### config.mk
export PLATFORM = sky130hd
export DESIGN_NAME = lane_serializer_flat
export DESIGN_NICKNAME = d
export VERILOG_FILES = /design/src/rtl/lane_serializer_if.sv /design/src/rtl/lane_serializer.sv /design/src/flat_wrapper.sv
export SDC_FILE = /design/constraint.sdc
export NUM_CORES = 1
export LEC_CHECK = 0
export ABC_AREA = 1
export CORE_AREA = 8 8 101 80
export CTS_CLUSTER_DIAMETER = 60
export DETAILED_ROUTE_END_ITERATION = 8
export DIE_AREA = 0 0 109 88
export PLACE_DENSITY = 0.77
export SYNTH_ARGS = -nofsm -noshare
export SYNTH_HDL_FRONTEND = slang
export SYNTH_SLANG_ARGS = --single-unit
### constraint.sdc
create_clock -name clk -period 1.5 [get_ports clk]
set_input_delay 0.15 -clock clk [delete_from_list [all_inputs] [get_ports clk]]
set_output_delay 0.15 -clock clk [all_outputs]
set_load 0.05 [all_outputs]
### src/rtl/lane_serializer_if.sv
// Word-in / lane-out stream bundle for lane_serializer; master drives words and out_ready, slave is the serializer.
interface lane_serializer_if #(
   parameter int DATA_W = 32,
   parameter int LANE_W = 8
);
   localparam int LANES = DATA_W / LANE_W;
   localparam int IDX_W = $clog2(LANES);
   localparam int CNT_W = $clog2(LANES + 1);

   logic              in_valid;
   logic              in_ready;
   logic [DATA_W-1:0] in_data;
   logic              in_msb_first;
   logic [CNT_W-1:0]  in_len;

   logic              out_valid;
   logic              out_ready;
   logic [LANE_W-1:0] out_data;
   logic [IDX_W-1:0]  out_idx;
   logic              out_last;

   modport master (
      output in_valid, in_data, in_msb_first, in_len, out_ready,
      input  in_ready, out_valid, out_data, out_idx, out_last
   );

   modport slave (
      input  in_valid, in_data, in_msb_first, in_len, out_ready,
      output in_ready, out_valid, out_data, out_idx, out_last
   );
endinterface

### src/rtl/lane_serializer.sv
// Splits one DATA_W word into LANE_W lanes (MSB- or LSB-first, optional partial count); first lane 1 cycle after accept.
// Lanes hold stable while out_ready is low; a new word may load on the last-lane transfer for gap-free output.
module lane_serializer #(
   parameter int DATA_W = 32,
   parameter int LANE_W = 8
) (
   input  logic             clk,
   input  logic             reset,
   lane_serializer_if.slave bus,
   output logic [15:0]      word_cnt
);
   localparam int LANES = DATA_W / LANE_W;
   localparam int IDX_W = $clog2(LANES);
   localparam int CNT_W = $clog2(LANES + 1);

   typedef enum logic [0:0] {IDLE, SEND} state_t;

   typedef struct packed {
      logic [DATA_W-1:0] word;
      logic              msb_first;
      logic [IDX_W-1:0]  last_idx;
   } hold_t;

   state_t            state_q, state_d;
   hold_t             hold_q, hold_d;
   logic [IDX_W-1:0]  idx_q, idx_d;
   logic              out_valid_q, out_valid_d;
   logic [LANE_W-1:0] out_data_q, out_data_d;
   logic              out_last_q, out_last_d;
   logic [15:0]       word_cnt_q, word_cnt_d;

   logic              in_ready;
   logic              xfer;
   logic              accept;
   logic [CNT_W-1:0]  len_eff;
   logic [IDX_W-1:0]  first_idx;
   logic [IDX_W-1:0]  last_idx;
   logic [IDX_W-1:0]  step_idx;

   function automatic logic [LANE_W-1:0] lane_of(input logic [DATA_W-1:0] w,
                                                 input logic [IDX_W-1:0]  i);
      return w[int'(i)*LANE_W +: LANE_W];
   endfunction

   // Incoming word decode: clamp the lane count and find the first/last lane index.
   always_comb begin
      len_eff = bus.in_len;
      if (bus.in_len == '0 || bus.in_len > CNT_W'(LANES)) begin
         len_eff = CNT_W'(LANES);
      end
      first_idx = bus.in_msb_first ? IDX_W'(LANES - 1) : '0;
      last_idx  = bus.in_msb_first ? IDX_W'(LANES - int'(len_eff))
                                   : IDX_W'(int'(len_eff) - 1);
   end

   always_comb begin
      state_d     = state_q;
      hold_d      = hold_q;
      idx_d       = idx_q;
      out_valid_d = out_valid_q;
      out_data_d  = out_data_q;
      out_last_d  = out_last_q;
      word_cnt_d  = word_cnt_q;
      in_ready    = 1'b0;
      xfer        = out_valid_q && bus.out_ready;
      step_idx    = hold_q.msb_first ? idx_q - IDX_W'(1) : idx_q + IDX_W'(1);

      // In SEND the only opening for a new word is the cycle its predecessor's last lane leaves.
      case (state_q)
         IDLE:    in_ready = !reset;
         SEND:    in_ready = !reset && xfer && out_last_q;
         default: in_ready = 1'b0;
      endcase
      accept = bus.in_valid && in_ready;

      if (xfer) begin
         if (out_last_q) begin
            out_valid_d = 1'b0;
            word_cnt_d  = word_cnt_q + 16'd1;
            state_d     = IDLE;
         end else begin
            idx_d      = step_idx;
            out_data_d = lane_of(hold_q.word, step_idx);
            out_last_d = (step_idx == hold_q.last_idx);
         end
      end

      if (accept) begin
         hold_d      = '{word: bus.in_data, msb_first: bus.in_msb_first, last_idx: last_idx};
         idx_d       = first_idx;
         out_valid_d = 1'b1;
         out_data_d  = lane_of(bus.in_data, first_idx);
         out_last_d  = (len_eff == CNT_W'(1));
         state_d     = SEND;
      end
   end

   always_ff @(posedge clk) begin
      if (reset) begin
         state_q     <= IDLE;
         hold_q      <= '0;
         idx_q       <= '0;
         out_valid_q <= 1'b0;
         out_data_q  <= '0;
         out_last_q  <= 1'b0;
         word_cnt_q  <= '0;
      end else begin
         state_q     <= state_d;
         hold_q      <= hold_d;
         idx_q       <= idx_d;
         out_valid_q <= out_valid_d;
         out_data_q  <= out_data_d;
         out_last_q  <= out_last_d;
         word_cnt_q  <= word_cnt_d;
      end
   end

   assign bus.in_ready  = in_ready;
   assign bus.out_valid = out_valid_q;
   assign bus.out_data  = out_data_q;
   assign bus.out_idx   = idx_q;
   assign bus.out_last  = out_last_q;
   assign word_cnt      = word_cnt_q;
endmodule

### src/flat_wrapper.sv
// flat-port wrapper written by rule: the top's interface ports become plain ports
module lane_serializer_flat 
#(
   parameter int DATA_W = 32,
   parameter int LANE_W = 8
)
  (clk, reset, word_cnt, bus_in_valid, bus_in_data, bus_in_msb_first, bus_in_len, bus_out_ready, bus_in_ready, bus_out_valid, bus_out_data, bus_out_idx, bus_out_last);
  lane_serializer_if #(.DATA_W(DATA_W), .LANE_W(LANE_W)) bus_i ();
  input  logic clk;
  input  logic reset;
  output logic [15:0] word_cnt;
  input wire logic [$bits(bus_i.in_valid)-1:0] bus_in_valid;
  input wire logic [$bits(bus_i.in_data)-1:0] bus_in_data;
  input wire logic [$bits(bus_i.in_msb_first)-1:0] bus_in_msb_first;
  input wire logic [$bits(bus_i.in_len)-1:0] bus_in_len;
  input wire logic [$bits(bus_i.out_ready)-1:0] bus_out_ready;
  output wire logic [$bits(bus_i.in_ready)-1:0] bus_in_ready;
  output wire logic [$bits(bus_i.out_valid)-1:0] bus_out_valid;
  output wire logic [$bits(bus_i.out_data)-1:0] bus_out_data;
  output wire logic [$bits(bus_i.out_idx)-1:0] bus_out_idx;
  output wire logic [$bits(bus_i.out_last)-1:0] bus_out_last;
  assign bus_i.in_valid = bus_in_valid;
  assign bus_i.in_data = bus_in_data;
  assign bus_i.in_msb_first = bus_in_msb_first;
  assign bus_i.in_len = bus_in_len;
  assign bus_i.out_ready = bus_out_ready;
  assign bus_in_ready = bus_i.in_ready;
  assign bus_out_valid = bus_i.out_valid;
  assign bus_out_data = bus_i.out_data;
  assign bus_out_idx = bus_i.out_idx;
  assign bus_out_last = bus_i.out_last;
  lane_serializer #(.DATA_W(DATA_W), .LANE_W(LANE_W)) u_core (.clk(clk), .reset(reset), .bus(bus_i), .word_cnt(word_cnt));
endmodule
## Word-level counts from Yosys, hierarchy flattened

Cells that the tools add are included.

- Register bits: 63
- Input bits: 40
- Output and inout bits: 29
- Logic and storage cells: 49

- Add/subtract/negate cells: 5
- Order comparisons: 1
- Eq/ne operators: 3
- Shift operators: 2
- Multiplexer cells: 17
- Bitwise gates (word level): 1
- Reduce and logical (&&, ||, !) cells: 12

Operator list:

| kind | number |
|---|---|
| $shiftx A32 B6 Y8 | 2 |
| $mux W8 | 3 |
| $add A16 B1 Y16 const B | 1 |
| $mux W2 | 6 |
| $mux W1 | 6 |
| $reduce_and A2 Y1 | 3 |
| $logic_and A1 B1 Y1 | 4 |
| $reduce_bool A2 Y1 | 2 |
| $sub A2 B1 Y2 const B | 2 |
| $eq A3 B1 Y1 const B | 1 |
| $gt A3 B3 Y1 const B | 1 |
| $logic_not A3 Y1 | 1 |
| $mux W3 | 1 |
| $add A2 B1 Y2 const B | 1 |
| $eq A2 B2 Y1 | 1 |
| $ne A2 B2 Y1 const B | 1 |
| $pmux W1 S2 | 1 |
| $sub A1 B2 Y2 const A | 1 |
| $logic_not A1 Y1 | 1 |
| $logic_or A1 B1 Y1 | 1 |
| $not A1 Y1 | 1 |

## Logic depth before layout (Yosys ltp)

- Depth in word-level cells: 7
- Depth in mapped cells: 9
- Gate-level depth less buffers: 9

## Worst setup path before layout

Ideal clock, no wire load.

- Path kind: register -> output
- Start: register u_core.state_q
- End: output bus_in_ready
- Arrival: 1.752 ns
- Required time: 1.350 ns
- Setup slack: -0.402 ns
- Cell stages (with the launch flop): 5
- Path buffers: 0
- Path through: dfxtp_1 > nand3_4 > nand2_2 > inv_1 > nor2_1

- Cells in the longest elaborated chain, start to end: 4
- Elaborated cells between the ends (all ways): 5
- Classes of those cells: 1 x mux; 1 x bitwise; 3 x reduce/logical

Ends and longest elaborated chain:

| item | line | text |
|---|---|---|
| start: declaration | lane_serializer.sv:24 | `state_t state_q, state_d;` |
| start signal: assignment | lane_serializer.sv:108 | `state_q <= state_d;` |
| $logic_and A1 B1 Y1 (3 in a row) | -- |  |
| $pmux W1 S2 * | lane_serializer.sv:69 | `case (state_q)` |
| end: declaration | flat_wrapper.sv:17 | `output wire logic [$bits(bus_i.in_ready)-1:0] bus_in_ready;` |

Every way passes the cells marked *; elsewhere a longest branch is shown, timed or not.

## Worst setup path after layout

Same ends and word-level chain as after synthesis.

==> reports/metrics.cfg <==
[run]
drv_cap=0

[hold_path]
hp-class=primary input to flop

[drt]
drt-met1-wl_um=3980
met3WireLength_um=602
highest-signal-layer=met4
dr.pass1.iters=7
vias_per_cell=5.03
wl_met2_um=3970
wl_per_cell_um=13.3
routed_wl_um=8650
drt-initial-drc-count=230
drc=0
vias=3262
drtAntennaViolNets=0

[power]
p_int_mw=2.93
p_clk_share_pct=36.8
power.net_switching_mw=1.21
swShare_pct=29.1
total_power_mw=4.14
p_per_area_mw_per_mm2=962
p_seq_share_pct=43.9
leakage_nw=1.86
pwr-share-comb_pct=19.3
ir_drop_mv=0.548

[clock_tree]
root_buffer=clkbuf_8
ctsLongestPathBuffers=2
htreeDepth=3
clk_latency_ns=0.34
cts_buffers=9
cts_hold_buf=0
cts.sinks=63
path_clk_slew_ns=0.08
cts_tree=yes

[sta]
finalWorstSetupSlack_ns=0.0622
tns_ns=0
worst_slew_pin_slew_ns=0.334
slew_viol_final=0
fmax_ghz=0.696
setup_violations=0
period_needed_ns=1.44
worst_clock_skew_ns=0.00981
hold_ws_ns=0.354
relSlewSlack_pct=77.7
post-route-period-util_pct=95.9
rsz0062_at_grt=true
hold_viol_final=0

[synth]
synth_cell_types=26
synth-seq-cells=63
seq_area_frac_synth_pct=40.5
synth_area_mm2=0.00311
synth_warnings=0
syn_avg_cell_area_um2=6.66
syn_inst=467
synth_nets=510

[global_route]
grt_pass1_wl_um=14700
grt-ovfl-total=0
grt_antenna_before_repair=0
track_usage_pct=19.1
grt_max_degree=31
first_global_vias=3151

[critical_path]
required_ns=1.35
crit_slowest_cell=dfxtp_4
worst-path-buf-inv=3
cp_slowest_stage_delay_ns=0.37
worst-setup-path-type=flop to output port
endpoint_kind=output port
startpoint_type=flop
crit_chain=nand3_4, nand2_4, buf_4, inv_2, nor2_4, buf_12
cpLargestDelayFamily=flip-flops
crit_fanout=3
cp.arrival_ns=1.29

[cells_and_area]
final_common_cell=nand2_1
finalNonFillerCells=648
layout_common_cells=124 x nand2_1, 56 x buf_4, 54 x inv_1, 54 x dfxtp_1, 46 x nor2_1
nNetsFinal=602
drive_above_1_share_pct=19.0
area_growth_pct=38.2
n_antenna_cell=0
utilization_pct=65.8
fin_area_mm2=0.00430

[die]
rows=26
io_pins=69
die-area_mm2=0.00959
initial_core_util_pct=47.6
die_x_um=109
dieHeight_um=88
core_mm2=0.00654

[outcome]
status=completed

[place]
placed_cell_area_mm2=0.00401
placedCellCount=629
dp.final_hpwl_um=6390
gp_congestion=0.837
io_buffers=68
dpl_worst_slack_ns=-0.368

[registers in the layout, indices dropped and copies added (netlist names)]
signal and count:
u_core.hold_q 35, u_core.word_cnt 16, u_core.state_q 1, u_core.bus.out_data 8, u_core.bus.out_idx 2, u_core.bus.out_last 1
[metal layers]
layer | vias to the layer above | track usage, %
met4 | 0 | 5.82
met5 | - | 0
met2 | 107 | 29.6
met3 | 8 | 6.25
li1 | 1669 | -
met1 | 1478 | 24.6
[worst min-delay path, stage by stage]
cell	delay, ns
clkdlybuf4s50_1	0.40
nand2_1	0.07
nand2_1	0.04
[cells in the mapped netlist (all sizes together)]
cell type,count,share of area (%)
inv,59,7.1
buf,13,3.5
nand2,127,16
clkbuf,7,0.84
nor2,52,6.6
a211oi,1,0.24
ha,3,1.2
a21boi,1,0.24
or2,1,0.20
dfxtp,63,41
a21oi,40,6.4
xor2,1,0.28
nand4,4,0.80
xnor2,2,0.56
o21ai,45,7.2
nand3,45,8.0
nor3,3,0.48
[repair_timing]
action,4_1_cts,5_1_grt
pin swaps,2,5
setup buffers,2,1
resized for setup,5,12
endpoints found under the setup margin,2,8
[path summary, 6_finish.rpt]
check / from / to / slack [ns] / cells past startpoint
min: bus_in_data[20] / u_core.hold_q[23] / 0.35 / 3
min reg2reg: u_core.hold_q[11] / u_core.hold_q[11] / 0.45 / 2
max: u_core.state_q / bus_in_ready / 0.06 / 6
max reg2reg: u_core.word_cnt[0] / u_core.word_cnt[14] / 0.10 / 8
[power groups by stage]
stage / sequential (mW) / clock [mW] / combinational (mW)
2_1_floorplan: 1.95 / 0 / 0.361
3_3_place_gp: 1.86 / 0 / 0.753
3_5_place_dp: 1.86 / 0 / 0.768
4_1_cts: 1.82 / 1.54 / 0.785
5_1_grt: 1.83 / 1.62 / 0.882
6_report: 1.82 / 1.52 / 0.799
[kinds of logic (layout without fill, tap and decap cells)]
group | Yosys count | count (layout) | share of synthesized area [%]
xor gates and xnor gates | 3 | 3 | 0.845
and+or+nand+nor | 232 | 232 | 31.8
AOI/OAI and AO/OA | 87 | 87 | 14.2
adders and majority gates | 3 | 3 | 1.21
buffers and inverters | 79 | 176 | 11.4
DFF | 63 | 63 | 40.5
[area by class of cell]
class | count | area [um2]
clock buffer | 10 | 138
clock inverter | 6 | 70.1
fill | 576 | 2240
inverter | 59 | 221
multi-input combinational | 325 | 1560
sequential | 63 | 1280
tap | 84 | 105
timing repair buffer | 101 | 930
No activity file was read; power rests on OpenSTA's default activity.
